File: config.mk
export PLATFORM = sky130hd
export DESIGN_NAME = complex_mem_stage
export DESIGN_NICKNAME = d
export VERILOG_FILES = /design/src/rtl/complex_mem_stage.sv
export SDC_FILE = /design/constraint.sdc
export NUM_CORES = 1
export LEC_CHECK = 0
export BUFFER_PORTS_ARGS = -buffer_cell sky130_fd_sc_hd__buf_4
export CAP_MARGIN = 20
export CORE_MARGIN = 4
export CORE_UTILIZATION = 43
export DETAILED_ROUTE_END_ITERATION = 7
export PLACE_DENSITY_LB_ADDON = 0.08
export SLEW_MARGIN = 30
export SYNTH_ARGS = -nofsm -noshare
export SYNTH_HDL_FRONTEND = slang
export SYNTH_SLANG_ARGS = --single-unit
File: constraint.sdc
create_clock -name clk -period 1.49 [get_ports clk]
set_input_delay 0.298 -clock clk [delete_from_list [all_inputs] [get_ports clk]]
set_output_delay 0.298 -clock clk [all_outputs]
set_load 0.03 [all_outputs]
File: src/rtl/complex_mem_stage.sv
// complex_mem_stage: forwards ALU results or runs a req/ack load/store with timeout abort
module complex_mem_stage #(
    parameter int NUMBER_SIZE   = 8,
    parameter int REG_ADDR_SIZE = 4,
    parameter int TIMEOUT       = 255
) (
    input  logic                       clk,
    input  logic                       rst,
    input  logic                       in_valid,
    output logic                       in_ready,
    input  logic [1:0]                 in_kind,
    input  logic [NUMBER_SIZE-1:0]     in_res1,
    input  logic [NUMBER_SIZE-1:0]     in_res2,
    input  logic [NUMBER_SIZE-1:0]     in_st1,
    input  logic [NUMBER_SIZE-1:0]     in_st2,
    input  logic [REG_ADDR_SIZE-1:0]   in_rd,
    output logic                       mem_req,
    output logic                       mem_we,
    output logic [2*NUMBER_SIZE-1:0]   mem_addr,
    output logic [2*NUMBER_SIZE-1:0]   mem_wdata,
    input  logic                       mem_ack,
    input  logic [2*NUMBER_SIZE-1:0]   mem_rdata,
    output logic                       wb_valid,
    output logic [REG_ADDR_SIZE-1:0]   wb_rd,
    output logic [NUMBER_SIZE-1:0]     wb_data1,
    output logic [NUMBER_SIZE-1:0]     wb_data2,
    output logic                       mem_err
);
    localparam int CW = $clog2(TIMEOUT + 1);
    localparam logic [CW-1:0] TLAST = CW'(TIMEOUT - 1);

    typedef enum logic {IDLE, MEM} state_t;

    state_t                   state;
    logic [CW-1:0]            cnt;
    logic [REG_ADDR_SIZE-1:0] rd_q;

    assign in_ready = (state == IDLE) & ~rst;

    always_ff @(posedge clk) begin
        if (rst) begin
            state     <= IDLE;
            cnt       <= '0;
            rd_q      <= '0;
            mem_req   <= 1'b0;
            mem_we    <= 1'b0;
            mem_addr  <= '0;
            mem_wdata <= '0;
            wb_valid  <= 1'b0;
            wb_rd     <= '0;
            wb_data1  <= '0;
            wb_data2  <= '0;
            mem_err   <= 1'b0;
        end else begin
            wb_valid <= 1'b0;
            mem_err  <= 1'b0;
            if (state == IDLE) begin
                if (in_valid && in_kind == 2'b00) begin
                    wb_valid <= 1'b1;
                    wb_rd    <= in_rd;
                    wb_data1 <= in_res1;
                    wb_data2 <= in_res2;
                end else if (in_valid && (in_kind[0] ^ in_kind[1])) begin
                    state     <= MEM;
                    cnt       <= '0;
                    rd_q      <= in_rd;
                    mem_req   <= 1'b1;
                    mem_we    <= in_kind[1];
                    mem_addr  <= {in_res1, in_res2};
                    mem_wdata <= {in_st1, in_st2};
                end
            end else if (mem_ack || cnt == TLAST) begin
                // ack beats a coinciding timeout; timed-out loads write back zero
                state    <= IDLE;
                mem_req  <= 1'b0;
                mem_err  <= ~mem_ack;
                wb_valid <= ~mem_we;
                wb_rd    <= rd_q;
                wb_data1 <= mem_ack ? mem_rdata[2*NUMBER_SIZE-1:NUMBER_SIZE] : '0;
                wb_data2 <= mem_ack ? mem_rdata[NUMBER_SIZE-1:0] : '0;
            end else begin
                cnt <= cnt + 1'b1;
            end
        end
    end
endmodule

==> impl_metrics.tcl, run 1 <==
set metrics [dict create \
    outcome "complete, no violations" \
    wl_um 8520 \
    cts-root-buf "clkbuf_8" \
    h-tree-depth 3 \
    syn_nets 420 \
    leakagePower_nw 2.05 \
    fin_tns_setup_ns 0 \
    hold_class "in -> reg" \
    clk_path_buf_depth 2 \
    gp_congestion 0.835 \
    end_kind "register" \
    period_minus_slack_ns 1.47 \
    final_area_um2 4240 \
    cp_cell_sequence "ha_4 > nand3_4 > buf_6 > nor3_4 > buf_12 > o21ai_0 > o211a_1" \
    fp.dieH_um 90.2 \
    start_util_pct 45.0 \
    worst_setup_path_start_kind "register" \
    syn_area_um2 2910 \
    grt_antenna_before_repair 0 \
    fmax_mhz 680 \
    yosys_warnings 0 \
    post-route-util_pct 65.6 \
    wl_per_cell_um 15.1 \
    drtPass1Iterations 4 \
    ys_seq_elements 69 \
    clk_latency_ns 0.33 \
    grt_max_degree 38 \
    cp_data_required_time_ns 1.72 \
    port_buffers 114 \
    drtIter0Drc 147 \
    power.density_nw_per_um2 970 \
    cts_buffers 9 \
    dpl.hpwl_um 5990 \
    hold_buffers 0 \
    cts_tree "yes" \
    dpl_cell_area_um2 3960 \
    finalPower_mw 4.11 \
    synth-edff-count 0 \
    grt_pass1_vias 2914 \
    grt_pass1_wl_um 13700 \
    tightest_slew_ns 0.345 \
    dr_total_vias 2920 \
    cpMaxStageDelayCell "dfxtp_1" \
    hold_viol 0 \
    areaGrowthSynthToFinish_pct 45.7 \
    instances_no_fill 566 \
    fp.dieW_um 90.2 \
    peakVddDrop_mv 0.479 \
    die_area_um2 8140 \
    drtAntennaViolNets 0 \
    synth_seq_area_share_pct 47.5 \
    diodes 0 \
    syn_inst 359 \
    nets 546 \
    rsz0062_at_grt "yes" \
    async_reset_ff_share_pct 0 \
    routed_via_density 5.16 \
    core_area_um2 6460 \
    max_cap_violations 0 \
    row_count 29 \
    clk_pin_slew_ns 0.07 \
    crit_path_max_incr_delay_ns 0.37 \
    io_pins 115 \
    slew_headroom_pct 76.8 \
    cts.sinks 69 \
    synth-main-ff-cell "dfxtp_1" \
    slew_violations 0 \
    gr-total-overflow 0 \
    crit_fanout 16 \
    dp.cells 548 \
    crit_arrival_ns 1.70 \
    critPathKind "reg -> reg" \
    yosysUniqueCellTypes 41 \
    report.final.setup_viol 0 \
    drc 0 \
    finalCritPeriodShare_pct 98.7 \
    track_usage_pct 20.6 \
    skew_ns 0.0111 \
    syn_avg_cell_area_um2 8.10 \
    drive_gt1_share_pct 35.0 \
]
[critical path: cells and delay by family, from the launching register on]
kind                       cells  cell delay [ns]
AOI/OAI and AO/OA              2             0.22
adders and majority gates      1             0.16
buffers and inverters          2             0.33
DFF                            1             0.37
and+or+nand+nor                2             0.29
[synthesized netlist by cell type (2+ instances only)]
master / instances / area share [%]
a211o_1: 3 / 0.90
a21oi_1: 39 / 6.7
and3_1: 3 / 0.65
buf_2: 7 / 1.2
buf_4: 3 / 0.77
clkbuf_1: 12 / 1.5
dfxtp_1: 69 / 48
ha_1: 3 / 1.3
inv_1: 3 / 0.39
nand2_1: 81 / 10
nand2b_1: 2 / 0.43
nand3_1: 6 / 1.0
nor2_1: 62 / 8.0
nor2b_1: 2 / 0.43
nor3_4: 2 / 1.1
nor4_1: 3 / 0.65
o211a_1: 17 / 5.9
o21ai_0: 6 / 1.0
o21ai_1: 10 / 1.7
o21ai_2: 2 / 0.60
o221a_1: 4 / 1.5
[power breakdown]
group          internal [mW]  switching, mW
Sequential              1.95         0.0588
Combinational          0.365          0.473
Clock                  0.637          0.632
[routing by layer]
layer  vias up  part of all wire [%]  wire length [um]  GRT usage [%]
met2        88                    50              4270           34.3
met5         -                     0                 0              0
met3        14                   8.2               697           10.2
met1      1353                    40              3410           23.3
li1       1465                     -                 -              -
met4         0                   1.7               144           6.12
[layout make-up]
| class | instances | area, um^2 |
|---|---|---|
| Sequential cell | 69 | 1390 |
| Timing Repair Buffer | 139 | 1120 |
| Multi-Input combinational cell | 262 | 1460 |
| Tap cell | 77 | 96.3 |
| Inverter | 4 | 15.0 |
| Clock inverter | 2 | 10.0 |
| Clock buffer | 13 | 149 |
| Fill cell | 576 | 2220 |
[cell families after synthesis]
family	synth area share, %
muxes	0.387
and+or+nand+nor	25.9
adders and majority gates	1.29
DFF	47.5
buffers and inverters	4.56
AOI/OAI and AO/OA	20.4
[metrics by stage]
step           setup WS, ns  hold WS (ns)
2_1_floorplan       0.00741         0.377
3_3_place_gp        -0.0678         0.443
3_5_place_dp         -0.146         0.447
4_1_cts            -0.00365         0.191
5_1_grt             -0.0531         0.185
6_report             0.0193         0.212
[timing repair]
item	4_1_cts	5_1_grt
setup buffers	2	1
hold endpoints to repair	0	0
setup endpoints to repair	18	27
gates resized for setup	5	22
pin swaps	1	6
[state kept, by name, summed over array words and instances, names as in the netlist]
name	cells
cnt	8
mem_addr	16
mem_err	1
mem_req	1
mem_wdata	16
mem_we	1
rd_q	4
state	1
wb_data1	8
wb_data2	8
wb_rd	4
wb_valid	1
[cells in the final DEF (no fill, tap or decap), types with 3 or more instances in the layout]
master,synthesis,routed
clkbuf_8,0,10
nand3_1,6,6
dfxtp_1,69,66
buf_4,3,130
clkbuf_1,12,3
o21ai_1,10,14
o211a_1,17,17
nor2_1,62,61
buf_12,0,4
and3_1,3,3
a211o_1,3,3
nand2_1,81,80
o221a_1,4,4
a21oi_1,39,39
buf_6,1,4
[final timing paths]
check | startpoint | end | slack (ns) | cells past startpoint
worst min-delay path | in_st1[0] | mem_wdata[8] | 0.21 | 3
worst min register to register | mem_addr[1] | mem_addr[1] | 0.46 | 2
worst max register to register | cnt[1] | wb_data1[0] | 0.02 | 7
worst max-delay path | cnt[1] | wb_data1[0] | 0.02 | 7
No activity file was read; power rests on OpenSTA's default activity.
==> inputs of run 2 (changes only) <==
--- a/config.mk
+++ b/config.mk
@@ -5,10 +5,11 @@
 export SDC_FILE = /design/constraint.sdc
 export NUM_CORES = 1
 export LEC_CHECK = 0
+export ABC_AREA = 1
 export BUFFER_PORTS_ARGS = -buffer_cell sky130_fd_sc_hd__buf_4
 export CAP_MARGIN = 20
 export CORE_MARGIN = 4
-export CORE_UTILIZATION = 43
+export CORE_UTILIZATION = 44
 export DETAILED_ROUTE_END_ITERATION = 7
 export PLACE_DENSITY_LB_ADDON = 0.08
 export SLEW_MARGIN = 30
==> run 2 against run 1 <==
Die area rose by 3.5%; clock skew fell by 0.00068 ns; sequential share of layout area fell by 0.48 points; global-route usage fell by 0.63 points; final cell count rose by 12%; final area rose by 1.4%; utilization fell by 2.4 points; fmax rose by 3.0%; routed wire length fell by 2.2%; combinational power rose by 26%; critical path depth rose by 3; via count rose by 3.6%; critical path type unchanged; largest cell class unchanged; largest power group unchanged.
==> impl_metrics.tcl, run 2 <==
set metrics [dict create \
    fmax_mhz 701 \
    grt_antenna_before_repair 0 \
    synthMuxAreaShare_pct 0 \
    cts.sinks 69 \
    dpl.hpwl_um 6070 \
    fp.dieH_um 91.8 \
    gr-total-overflow 0 \
    clk_pin_slew_ns 0.07 \
    diodes 0 \
    hold_end "cnt[2]" \
    rrSetupSlack_ns 0.06 \
    cts_buffers 9 \
    power.density_nw_per_um2 1070 \
    dpl_cell_area_um2 4060 \
    hold_viol 0 \
    yosysTopAreaCell "dfxtp_1" \
    worst_setup_path_start_kind "register" \
    grt_max_degree 45 \
    min-delay-start "rst" \
    routed_via_density 4.76 \
    synth_compound_area_share_pct 16.0 \
    r2r_start "cnt[0]" \
    fp.dieW_um 91.8 \
    io_pins 115 \
    yosysTopAreaCellShare_pct 44.7 \
    syn_avg_cell_area_um2 7.31 \
    cp_cell_sequence "inv_1 > ha_1 > inv_1 > nor2_2 > nand2_2 > nand2_2 > nand2_4 > buf_12 > a21oi_1 > nor2_1" \
    rsz0062_at_grt "yes" \
    drtAntennaViolNets 0 \
    crit_arrival_ns 1.67 \
    cts_tree "yes" \
    core_area_um2 6790 \
    track_usage_pct 20.0 \
    clk_latency_ns 0.34 \
    max_cap_violations 0 \
    syn_inst 423 \
    hold_buffers 0 \
    clk_path_buf_depth 2 \
    synth-edff-count 0 \
    mostFrequentLayoutCell "buf_4" \
    holdWs_ns 0.175 \
    h-tree-depth 3 \
    multi_input_comb_area_um2 1440 \
    slew_headroom_pct 80.7 \
    gp_congestion 0.853 \
    r2r_cells 10 \
    instances_no_fill 635 \
    outcome "complete, no violations" \
    yosysMostFrequentCell "nor2_1" \
    crit_fanout 21 \
    drtIter0Drc 145 \
    cpMaxStageDelayCell "dfxtp_2" \
    synth_area_leaders "dfxtp_1 (45%), nor2_1 (9.8%), o21ai_0 (8.3%), nand2_1 (7.3%), a21oi_1 (7.0%)" \
    yosys_warnings 0 \
    port_buffers 114 \
    synth_seq_area_share_pct 44.7 \
    crit_family "simple AND/OR/NAND/NOR gates" \
    slew_violations 0 \
    post-route-util_pct 63.2 \
    grt_pass1_vias 2789 \
    crit_path_max_incr_delay_ns 0.32 \
    hold_class "in -> reg" \
    post-cts-setup-buffers 0 \
    critPathKind "reg -> reg" \
    finalCritPeriodShare_pct 95.8 \
    final_area_um2 4300 \
    tightest_slew_ns 0.286 \
    fin_tns_setup_ns 0 \
    ys_seq_elements 69 \
    nets 596 \
    row_count 30 \
    yosysUniqueCellTypes 23 \
    grt_pass1_wl_um 13400 \
    start_util_pct 45.5 \
    report.final.setup_viol 0 \
    leakagePower_nw 2.06 \
    cp_data_required_time_ns 1.73 \
    areaGrowthSynthToFinish_pct 39.0 \
    r2r_end "wb_data1[3]" \
    synth_top_family_by_area "simple AND/OR/NAND/NOR gates" \
    fillers 641 \
    syn_area_um2 3090 \
    synth-main-ff-cell "dfxtp_1" \
    drc 0 \
    cts-root-buf "clkbuf_8" \
    peakVddDrop_mv 0.656 \
    end_kind "register" \
    period_minus_slack_ns 1.43 \
    synth-simple-area-share_pct 28.3 \
    register_area_um2 1390 \
    drtPass1Iterations 7 \
    wl_um 8330 \
    path_buf_inv 3 \
    syn_nets 484 \
    synth_commonest_cells "nor2_1 (81), dfxtp_1 (69), nand2_1 (60), o21ai_0 (51), a21oi_1 (43)" \
    wl_per_cell_um 13.1 \
    top_regs "mem_addr x16, mem_wdata x16" \
    skew_ns 0.0105 \
    dp.cells 620 \
    dr_total_vias 3024 \
    die_area_um2 8430 \
    drive_gt1_share_pct 30.6 \
    min_delay_path_depth 2 \
    async_reset_ff_share_pct 0 \
    final_cell_mix "buf_4 (124), nor2_1 (79), dfxtp_1 (67)" \
    synthAdderAreaFrac_pct 1.21 \
    synthXorXnorAreaFrac_pct 0 \
]
[run 2: cell types whose count changed after synthesis, moves of 6 or more]
cell	previous run	this run
o21ai_0	6	51
inv_1	3	27
nand2_1	81	60
nand3b_1	1	20
nor2_1	62	81
o211a_1	17	0
nand3_1	6	22
o21ai_1	10	3
buf_6	1	7
[run 2: worst max-delay path by stage]
stage | startpoint | to | cells past startpoint
floorplan | cnt[0] | wb_rd[0] | 10
global placement | in_kind[0] | cnt[1] | 9
detailed placement | in_kind[0] | mem_addr[0] | 9
CTS | state | in_ready | 3
global route | cnt[0] | wb_data1[5] | 11
finish | cnt[0] | wb_data1[3] | 10
[run 2: worst reg2reg max path, stage by stage (launching register included)]
cell and delay (ns):
dfxtp_2 0.32, inv_1 0.07, ha_1 0.14, inv_1 0.05
nor2_2 0.12, nand2_2 0.09, nand2_2 0.08, nand2_4 0.07
buf_12 0.15, a21oi_1 0.16, nor2_1 0.06
[run 2: kinds of logic (layout without fill, tap and decap cells)]
family,count (synthesis),after routing
compound gates,98,98
fa+ha+maj,3,3
simple gates,194,194
flops,69,69
buf+inv,59,175
[run 2: layout make-up]
type	count	share of cell area [%]
flip-flops and latches	69	32.3
repair buffers	131	24.5
clock buffers	11	3.29
well taps	96	2.80
clock inverters	4	1.14
multi-input cells	295	33.4
inverters	29	2.53
[run 2: timing repair]
action / in CTS / in global routing
gates resized for setup: 1 / 13
setup endpoints to repair: 1 / 19
endpoints found under the hold margin: 0 / 0
[run 2: metal layers]
| metal | track usage, % | vias up | share of wire, % |
|---|---|---|---|
| met5 | 0 | - | 0 |
| met2 | 28.3 | 97 | 44 |
| met1 | 27.8 | 1328 | 46 |
| met3 | 6.48 | 6 | 8.5 |
| li1 | - | 1593 | - |
| met4 | 8.54 | 0 | 0.95 |
[run 2: through the flow]
stage          setup slack, ns  total power [mW]
6_report                0.0625              4.61
5_1_grt                -0.0332              4.84
4_1_cts                0.00941              4.64
3_5_place_dp            0.0335              3.15
3_3_place_gp            0.0253              3.14
2_1_floorplan            0.182              2.73
[run 2: power by group]
group          switching, mW  total, mW  internal, mW
registers             0.0769       2.06          1.99
logic                  0.620       1.06         0.443
clock network          0.677       1.48         0.807
total                   1.37       4.61          3.24
